## src/rtl/uart_tx_queue.sv

```systemverilog
// Transmit byte queue feeding the UART transmitter: circular buffer with a
// first-word-fall-through head, occupancy count and sticky error flags.
module uart_tx_queue #(
    parameter int DEPTH = 8,
    parameter int WIDTH = 8
) (
    input  logic                     clk,
    input  logic                     rst,
    input  logic                     wr_en,
    input  logic [WIDTH-1:0]         wr_data,
    input  logic                     tx_started,
    input  logic                     clr_errs,
    output logic                     queue_not_empty,
    output logic [WIDTH-1:0]         tx_data,
    output logic                     full,
    output logic [$clog2(DEPTH):0]   count,
    output logic                     overflow,
    output logic                     underflow
);

    localparam int AW = $clog2(DEPTH);
    localparam int CW = AW + 1;

    logic [WIDTH-1:0] mem [DEPTH];
    logic [AW-1:0]    wr_ptr_reg;
    logic [AW-1:0]    rd_ptr_reg;
    logic [CW-1:0]    count_reg;
    logic [CW-1:0]    count_next;
    logic             overflow_reg;
    logic             overflow_next;
    logic             underflow_reg;
    logic             underflow_next;

    logic push_acc;
    logic push_rej;
    logic pop_acc;
    logic pop_ign;

    // Status comes only from the count register, so no input reaches an output
    assign queue_not_empty = (count_reg != '0);
    assign full            = (count_reg == CW'(DEPTH));
    assign tx_data         = queue_not_empty ? mem[rd_ptr_reg] : '0;
    assign count           = count_reg;
    assign overflow        = overflow_reg;
    assign underflow       = underflow_reg;

    // A full queue refuses the push even when a pop frees a slot this cycle
    assign push_acc = wr_en && !full;
    assign push_rej = wr_en && full;
    assign pop_acc  = tx_started && queue_not_empty;
    assign pop_ign  = tx_started && !queue_not_empty;

    always_comb begin
        count_next     = count_reg;
        overflow_next  = overflow_reg;
        underflow_next = underflow_reg;

        case ({push_acc, pop_acc})
            2'b10:   count_next = count_reg + CW'(1);
            2'b01:   count_next = count_reg - CW'(1);
            default: count_next = count_reg;
        endcase

        // An error event in the same cycle as a clear keeps the flag set
        if (push_rej) begin
            overflow_next = 1'b1;
        end else if (clr_errs) begin
            overflow_next = 1'b0;
        end

        if (pop_ign) begin
            underflow_next = 1'b1;
        end else if (clr_errs) begin
            underflow_next = 1'b0;
        end
    end

    always_ff @(posedge clk or posedge rst) begin
        if (rst) begin
            wr_ptr_reg    <= '0;
            rd_ptr_reg    <= '0;
            count_reg     <= '0;
            overflow_reg  <= 1'b0;
            underflow_reg <= 1'b0;
        end else begin
            if (push_acc) begin
                wr_ptr_reg <= wr_ptr_reg + AW'(1);
            end
            if (pop_acc) begin
                rd_ptr_reg <= rd_ptr_reg + AW'(1);
            end
            count_reg     <= count_next;
            overflow_reg  <= overflow_next;
            underflow_reg <= underflow_next;
        end
    end

    // Storage is deliberately left out of reset; pointers and count define validity
    always_ff @(posedge clk) begin
        if (push_acc) begin
            mem[wr_ptr_reg] <= wr_data;
        end
    end

endmodule

```

## config.mk

```make
export PLATFORM = sky130hd
export DESIGN_NAME = uart_tx_queue
export DESIGN_NICKNAME = d
export VERILOG_FILES = /design/src/rtl/uart_tx_queue.sv
export SDC_FILE = /design/constraint.sdc
export NUM_CORES = 1
export LEC_CHECK = 0
export ABC_CLOCK_PERIOD_IN_PS = 5100
export CORE_UTILIZATION = 45
export CTS_CLUSTER_SIZE = 8
export DETAILED_ROUTE_END_ITERATION = 10
export GPL_TIMING_DRIVEN = 0
export PLACE_DENSITY = 0.63
export SYNTH_ARGS = -nofsm -noshare
export SYNTH_HDL_FRONTEND = slang
export SYNTH_SLANG_ARGS = --single-unit
```

## constraint.sdc

```tcl
create_clock -name clk -period 5.1 [get_ports clk]
set_input_delay 1.02 -clock clk [delete_from_list [all_inputs] [get_ports clk]]
set_output_delay 1.02 -clock clk [all_outputs]
set_load 0.03 [all_outputs]
```

Word-level counts from Yosys, hierarchy flattened
Memory sizes are Yosys's and may differ from the RTL's. Cells that the tools add are included.

Eq/ne operators: 3. Reductions and logical operators: 10. Multiplexer cells: 7. Add/sub/neg operators: 4.

Operators by type and width (number): $mux 8 (1); $pmux 4 s2 (1); $add 3x1->3 const B (2); $reduce_bool 2->1 (3); $mux 1 (5); $add 4x1->4 const B (1); $eq 4x4->1 const B (1); $logic_and 1x1->1 (4); $reduce_bool 4->1 (1); $sub 4x1->4 const B (1); $eq 2x1->1 const B (1); $eq 2x2->1 const B (1); $logic_not 1->1 (2).

Word-level logic and storage cells: 30. Bits of input ports: 13. RAM bits: 64. Memories: 1. Register bits: 12. Output and inout port bits: 16.

Memory list: mem (depth 8, width 8, rd ports 1, clocked after Yosys merged registers in 0, wr ports 1, RTL line 24) `logic [WIDTH-1:0] mem [DEPTH];`.

Longest topological paths before layout
Depth after elaboration: 5. Gate-level depth with buffers: 11. Mapped depth without buffers: 10.

Worst setup path after synthesis
Ideal clock, no wire load.

Path type: register to output. Start: register count_reg[1] (netlist: count[1]). End: output tx_data[0]. Path buffers: 2. Required time: 4.080 ns. Cell stages (with the launch flop): 7. Arrival time: 1.719 ns. Slack: 2.361 ns. Cell sequence: dfrtp_1 > buf_6 > nor4_4 > inv_2 > and2_4 > buf_6 > a22o_1.

Word-level cells in the longest chain between the ends: 2.

Ends and longest elaborated chain: start, declared (RTL line 27) `logic [CW-1:0] count_reg;`; start signal, assigned (RTL line 92) `count_reg <= count_next;`; $reduce_bool 4->1 (RTL line 40) `assign queue_not_empty = (count_reg != '0);`; via queue_not_empty (RTL line 13) `output logic queue_not_empty,`; $mux 8 (RTL line 42) `assign tx_data = queue_not_empty ? mem[rd_ptr_reg] : '0;`; end, declared (RTL line 14) `output logic [WIDTH-1:0] tx_data,`.

The timed path passes the listed nets, and every way through them passes these cells.

Worst setup path in the final report
Start: register count_reg[0] (netlist: count[0]). End: output tx_data[6].

Word-level cells in the longest chain between the ends: 2.

Ends and longest elaborated chain (RTL line): $reduce_bool 4->1 (40); $mux 8 (42).

No other way between the ends.

==> impl_metrics.yaml <==
cells_and_area:
  drive_gt1_share_pct: 17.06
  stdcell_count: 307
  largest_register_ffs: 64
  finalNetCount: 224
  ff_latch_area_mm2: 0.002222
  diodes: 0
  multi_input_area_um2: 884.6
  syn2layout_area_growth_pct: 18.48
  nFillCells: 570
min_path:
  min_path_type: "reg -> reg"
  whs_path_depth: 1
  min_to: "rd_ptr_reg[2]"
  min_from: "rd_ptr_reg[2]"
placed_design:
  dp.cells: 291
  post-place-ws_ns: 1.890
  gp_congestion: 0.7567
  hpwl_mm: 3.834
  portBuffers: 28
logic_synthesis:
  yosysMostFrequentCell: "edfxtp_1"
  syn_inst: 165
  yosys-top-cells-count: "edfxtp_1, dfrtp_1, a22o_1, mux4_1, nor2_1"
  synth_edf_count: 64
  ys_seq_area_share_pct: 69.24
  yosys_register_bits: 76
  ys_async_sr_fraction_pct: 15.79
  netlist_area_mm2: 0.003209
  ys.warnings.count: 0
  synth_cell_types: 36
  synth_largest_area_cell: "edfxtp_1"
  syn_area_per_cell_um2: 19.45
  ys_top_cells_by_area: "edfxtp_1, dfrtp_1, mux4_1"
  synth_flop_cell: "edfxtp_1"
  synth_nets: 183
  synth_top_area_share_pct: 59.88
critical_path:
  ff2ff_path_depth: 7
  crit_slowest_cell: "clkdlybuf4s50_1"
  arrival_ns: 2.54
  r2r_end: "count[3]"
  cp.required_ns: 4.08
  crit_fanout: 8
  path_cells: "nor4_4 -> nor2_1 -> a22o_1 -> clkdlybuf4s50_1"
  critPathCaptureType: "output port"
  cp-start-kind: "flop"
  cp_slowest_stage_delay_ns: 0.68
  reg2reg_from: "count[0]"
  crit_type: "reg -> out"
  r2r_slack_ns: 2.46
sta:
  worst_slack_ns: 1.538
  tightest_slew_ns: 0.9229
  rsz0062_at_grt: "false"
  slew_headroom_pct: 38.25
  clock_skew_ns: 0.005686
  period_share_pct: 69.85
  max_freq_ghz: 0.2807
  fin_tns_setup_ns: 0
  finalHoldViolCount: 0
  finalCriticalPeriod_ns: 3.562
  setup_viol: 0
  drv_slew: 0
drt:
  ant_nets: 0
  vias_per_cell: 5.381
  dr.pass1.iters: 4
  first_iter_violations: 105
  routed_wl_mm: 5.717
  drc_errors: 0
  route.vias.total: 1652
  wire_per_inst_um: 18.62
power:
  ir_worst_vdd_uv: 351.4
  p_int_w: 0.001480
  clockPowerShare_pct: 18.7
  p_switching_w: 0.0007823
  power_w: 0.002263
  seqPwrFrac_pct: 38.8
  sw_frac_of_total_pct: 34.58
  p_per_area_mw_per_mm2: 595.0
  combinationalPowerShare_pct: 42.5
  cellLeakagePower_nw: 1.335
grt:
  grt_pass1_wl_mm: 8.963
  grt_pass1_vias: 1679
  grt_max_degree: 13
  grt_use_total_pct: 17.02
  grt_overflow: 0
  antenna_found_initial: 0
floorplan:
  start_util_pct: 46.98
  die_w_um: 86.45
  row_count: 30
  die_h_um: 86.45
  core_mm2: 0.006832
  ios: 29
  dieArea_mm2: 0.007474
job:
  drv_cap: 0
cts:
  htreeDepth: 3
  cts_tree: "built"
  clkLatencyLatePin_ns: 0.34
  clk_pin_slew_ns: 0.07
  root_buffer: "clkbuf_8"
  numCtsBuffers: 9
  clock_sinks: 76
  post-cts-setup-buffers: 0
  cts_max_path_buffers: 2
  hold_buffers: 0
  postCtsResizedCells: 0
outcome:
  status: "completed"
[worst max-delay path by stage]
stage / startpoint / endpoint / cells past startpoint
floorplan: count[1] / tx_data[0] / 6
global placement: wr_en / mem[0][6] / 3
detailed placement: count[0] / tx_data[6] / 4
CTS: count[0] / tx_data[6] / 4
global route: count[0] / tx_data[6] / 4
finish: count[0] / tx_data[6] / 4
[power by group through the flow]
stage,Sequential [W],Combinational [W],Clock [W]
2_1_floorplan,0.000912,0.000630,0
3_3_place_gp,0.000881,0.000956,0
3_5_place_dp,0.000890,0.000975,0
4_1_cts,0.000878,0.000978,0.000432
5_1_grt,0.000891,0.00102,0.000453
6_report,0.000878,0.000961,0.000423
[cell families (layout without fill, tap and decap cells)]
kind of cell | after synthesis | in the layout | share of synthesized area [%]
buffers and inverters | 14 | 60 | 3.197
xor gates and xnor gates | 7 | 7 | 1.910
and+or+nand+nor | 27 | 27 | 5.536
AOI/OAI and AO/OA | 16 | 16 | 4.405
adders and majority gates | 5 | 5 | 1.949
muxes | 20 | 20 | 13.76
DFF | 76 | 76 | 69.24
[critical path, delay by kind of cell (launching register included)]
kind / cells / cell delay, ns
flops: 1 / 0.54
buf+inv: 1 / 0.68
simple gates: 2 / 0.71
compound gates: 1 / 0.27
[final cells by class]
| class | count | share of cell area [%] |
|---|---|---|
| buffer | 7 | 2.007 |
| clock buffer | 10 | 3.356 |
| clock inverter | 6 | 1.448 |
| inverter | 7 | 0.6910 |
| multi-input combinational | 75 | 23.26 |
| sequential | 76 | 58.44 |
| tap | 96 | 3.159 |
| timing repair buffer | 30 | 7.634 |
[layout by cell type (no fill, tap or decap), drive strengths merged, types with 3 or more instances in the layout]
cell / count
inv: 7
mux2: 3
clkdlybuf4s50: 28
buf: 6
dfrtp: 12
nor2: 8
mux4: 16
xnor2: 6
ha: 5
clkinv: 4
clkbuf: 13
edfxtp: 64
nand2: 3
a22o: 10
nand3: 3
[metrics by stage]
step	util (%)	cell area (um2)	hold WS [ns]
after floorplan	-	3209	0.4670
after global placement	52.84	3610	0.4852
after CTS	55.66	3802	0.5084
after global routing	55.66	3802	0.5396
final	55.66	3802	0.5019
after detailed placement	52.99	3620	0.4960
[per-layer routing]
layer | part of all wire, % | track usage [%] | vias up
met5 | 0 | 0 | -
met3 | 3.7 | 5.429 | 5
met1 | 44 | 21.51 | 860
li1 | - | - | 752
met4 | 0.96 | 5.152 | 0
met2 | 52 | 28.28 | 35
Note: power is estimated with default switching activity, not from simulation.
==> edit, RTL diff (same settings) <==
`DEPTH`: 8 -> 4.
--- a/src/rtl/uart_tx_queue.sv
+++ b/src/rtl/uart_tx_queue.sv
@@ -1,7 +1,7 @@
 // Transmit byte queue feeding the UART transmitter: circular buffer with a
 // first-word-fall-through head, occupancy count and sticky error flags.
 module uart_tx_queue #(
-    parameter int DEPTH = 8,
+    parameter int DEPTH = 4,
     parameter int WIDTH = 8
 ) (
     input  logic                     clk,
Ports: changed (resized count); port bits go from 29 to 28. No check against the original RTL was run, so the function may have changed too.
==> edit against the original RTL <==
- critical path depth is the same
- sequential power shrank 44%
- sequential cell count shrank 35
- synthesized area shrank 46%
- worst setup slack gained 0.43 ns
- design area shrank 43%
- power shrank 39%
- routed wire length shrank 52%
- critical endpoint is now tx_data[1]
==> edit: results (changes against the original RTL) <==
[pwr]
power_leakage_nw = 0.7962  ; -40%
clockPowerShare_pct = 18.2  ; -0.5 points
switchingPower_mw = 0.4821  ; -38%
pg_comb_mw = 0.637  ; -34%
ir_drop_mv = 0.3194  ; -9.1%
power.internal_mw = 0.8965  ; -39%

[synthesis]
synth_cell_types = 23  ; -36%
synth_top_area_share_pct = 55.85  ; -4.0 points
synth_edf_count = 32  ; -50%
synth_common_cells = edfxtp_1, and2_1, inv_1, dfrtp_1, mux4_2
seq_area_frac_synth_pct = 68.95  ; -0.29 points
avgSynthCellArea_sq_um = 17.74  ; -8.8%
synthTopCellsByArea = edfxtp_1, dfrtp_1, mux4_2, and2_1, ha_1
syn_nets = 116  ; -37%

[global_route]
first_global_vias = 936  ; -44%
grt_pass1_wl_um = 4485  ; -50%
grtUsageMet1_pct = 19.85  ; -1.7 points
grt.met3_usage_pct = 4.464  ; -0.96 points
met2_usage_pct = 24.60  ; -3.7 points
grtUsageTotal_pct = 15.76  ; -1.3 points

[finish]
layout-drive-gt1-share_pct = 15.91  ; -1.2 points
instances_no_fill = 180  ; -41%
n_fill_cell = 306  ; -46%

[drt]
drt-total-wl_um = 2716  ; -52%
met3_wirelength_um = 123  ; -41%
remaining_drc_errors = 0  ; unchanged
drt-vias-per-instance = 4.856  ; -9.8%
drt-met1-wl_um = 1213  ; -51%
top_layer_used = met4
drt_first_pass_iters = 4  ; unchanged

[clocking]
cts_buffers = 5  ; -4
cts_root_buf = clkbuf_8
insertion_delay_ns = 0.29  ; -0.05 ns
cts_max_level = 2  ; -1

[setup_path]
r2r-end = count[2]$_DFFE_PP0P_
slowest_delay_ns = 0.59  ; -0.09 ns
arrival_ns = 2.11  ; -0.43 ns
r2r_slack_ns = 3.10  ; +0.64 ns

[place]
placed_cells = 172  ; -41%
finalWeightedCongestion = 0.7355  ; -2.8%
dp_hpwl_um = 1850  ; -52%
port_buffers = 27  ; -3.6%

[outcome]
outcome = finished, final reports clean

[min_path]
min_from = count[2]$_DFFE_PP0P_
holdPathEnd = count[2]$_DFFE_PP0P_

[flow_run]
max-cap-violations = 0  ; unchanged

[timing]
worst_pin_slew_ns = 0.4610  ; -0.4619 ns
finClkSkew_ns = 0.005150  ; -0.0005354 ns
timing.fmax_ghz = 0.3194  ; +14%

## edit: worst max-delay path: cells and delay by family (launching register included)
family	cells	cell delay, ns
buf+inv	2	0.80
flops	1	0.43
simple gates	2	0.58
## edit: how the worst max path moves through the flow
stage	slack, ns	end	depth (start not counted)
5_1_grt	1.88	tx_data[1]	4
6_report	1.97	tx_data[1]	4
4_1_cts	1.93	tx_data[1]	4
2_1_floorplan	2.66	tx_data[0]	3
3_3_place_gp	2.27	tx_data[1]	4
3_5_place_dp	2.26	tx_data[1]	4
## edit: logic make-up (layout without fill, tap and decap cells)
kind of cell / count (synthesis) / in the layout / share of synthesized area (%)
xor+xnor: 6 / 6 / 3.055
compound gates: 2 / 2 / 0.6545
buf+inv: 13 / 48 / 3.418
flops: 41 / 41 / 68.95
mux: 10 / 10 / 11.93
fa+ha+maj: 6 / 6 / 4.800
simple gates: 19 / 19 / 7.199
## edit: stage by stage
step | util [%] | area [sq um] | setup WS (ns) | hold slack (ns)
after CTS | 58.92 | 2157 | 1.933 | 0.5150
after global placement | 56.02 | 2051 | 2.273 | 0.4883
after detailed placement | 56.02 | 2051 | 2.263 | 0.5041
final | 58.92 | 2157 | 1.969 | 0.5086
after global routing | 58.92 | 2157 | 1.883 | 0.5519
after floorplan | - | 1720 | 2.660 | 0.5348
## edit: cell type report
type                       count  area [sq um]  share of cell area [%]
sequential                    41          1186                   54.99
multi-input combinational     43         475.5                   22.04
timing repair buffer          27         270.3                   12.53
clock buffer                   6         72.57                   3.364
tap                           48         60.06                   2.784
inverter                      10         37.54                   1.740
clock inverter                 2         33.78                   1.566
buffer                         3         21.27                  0.9861
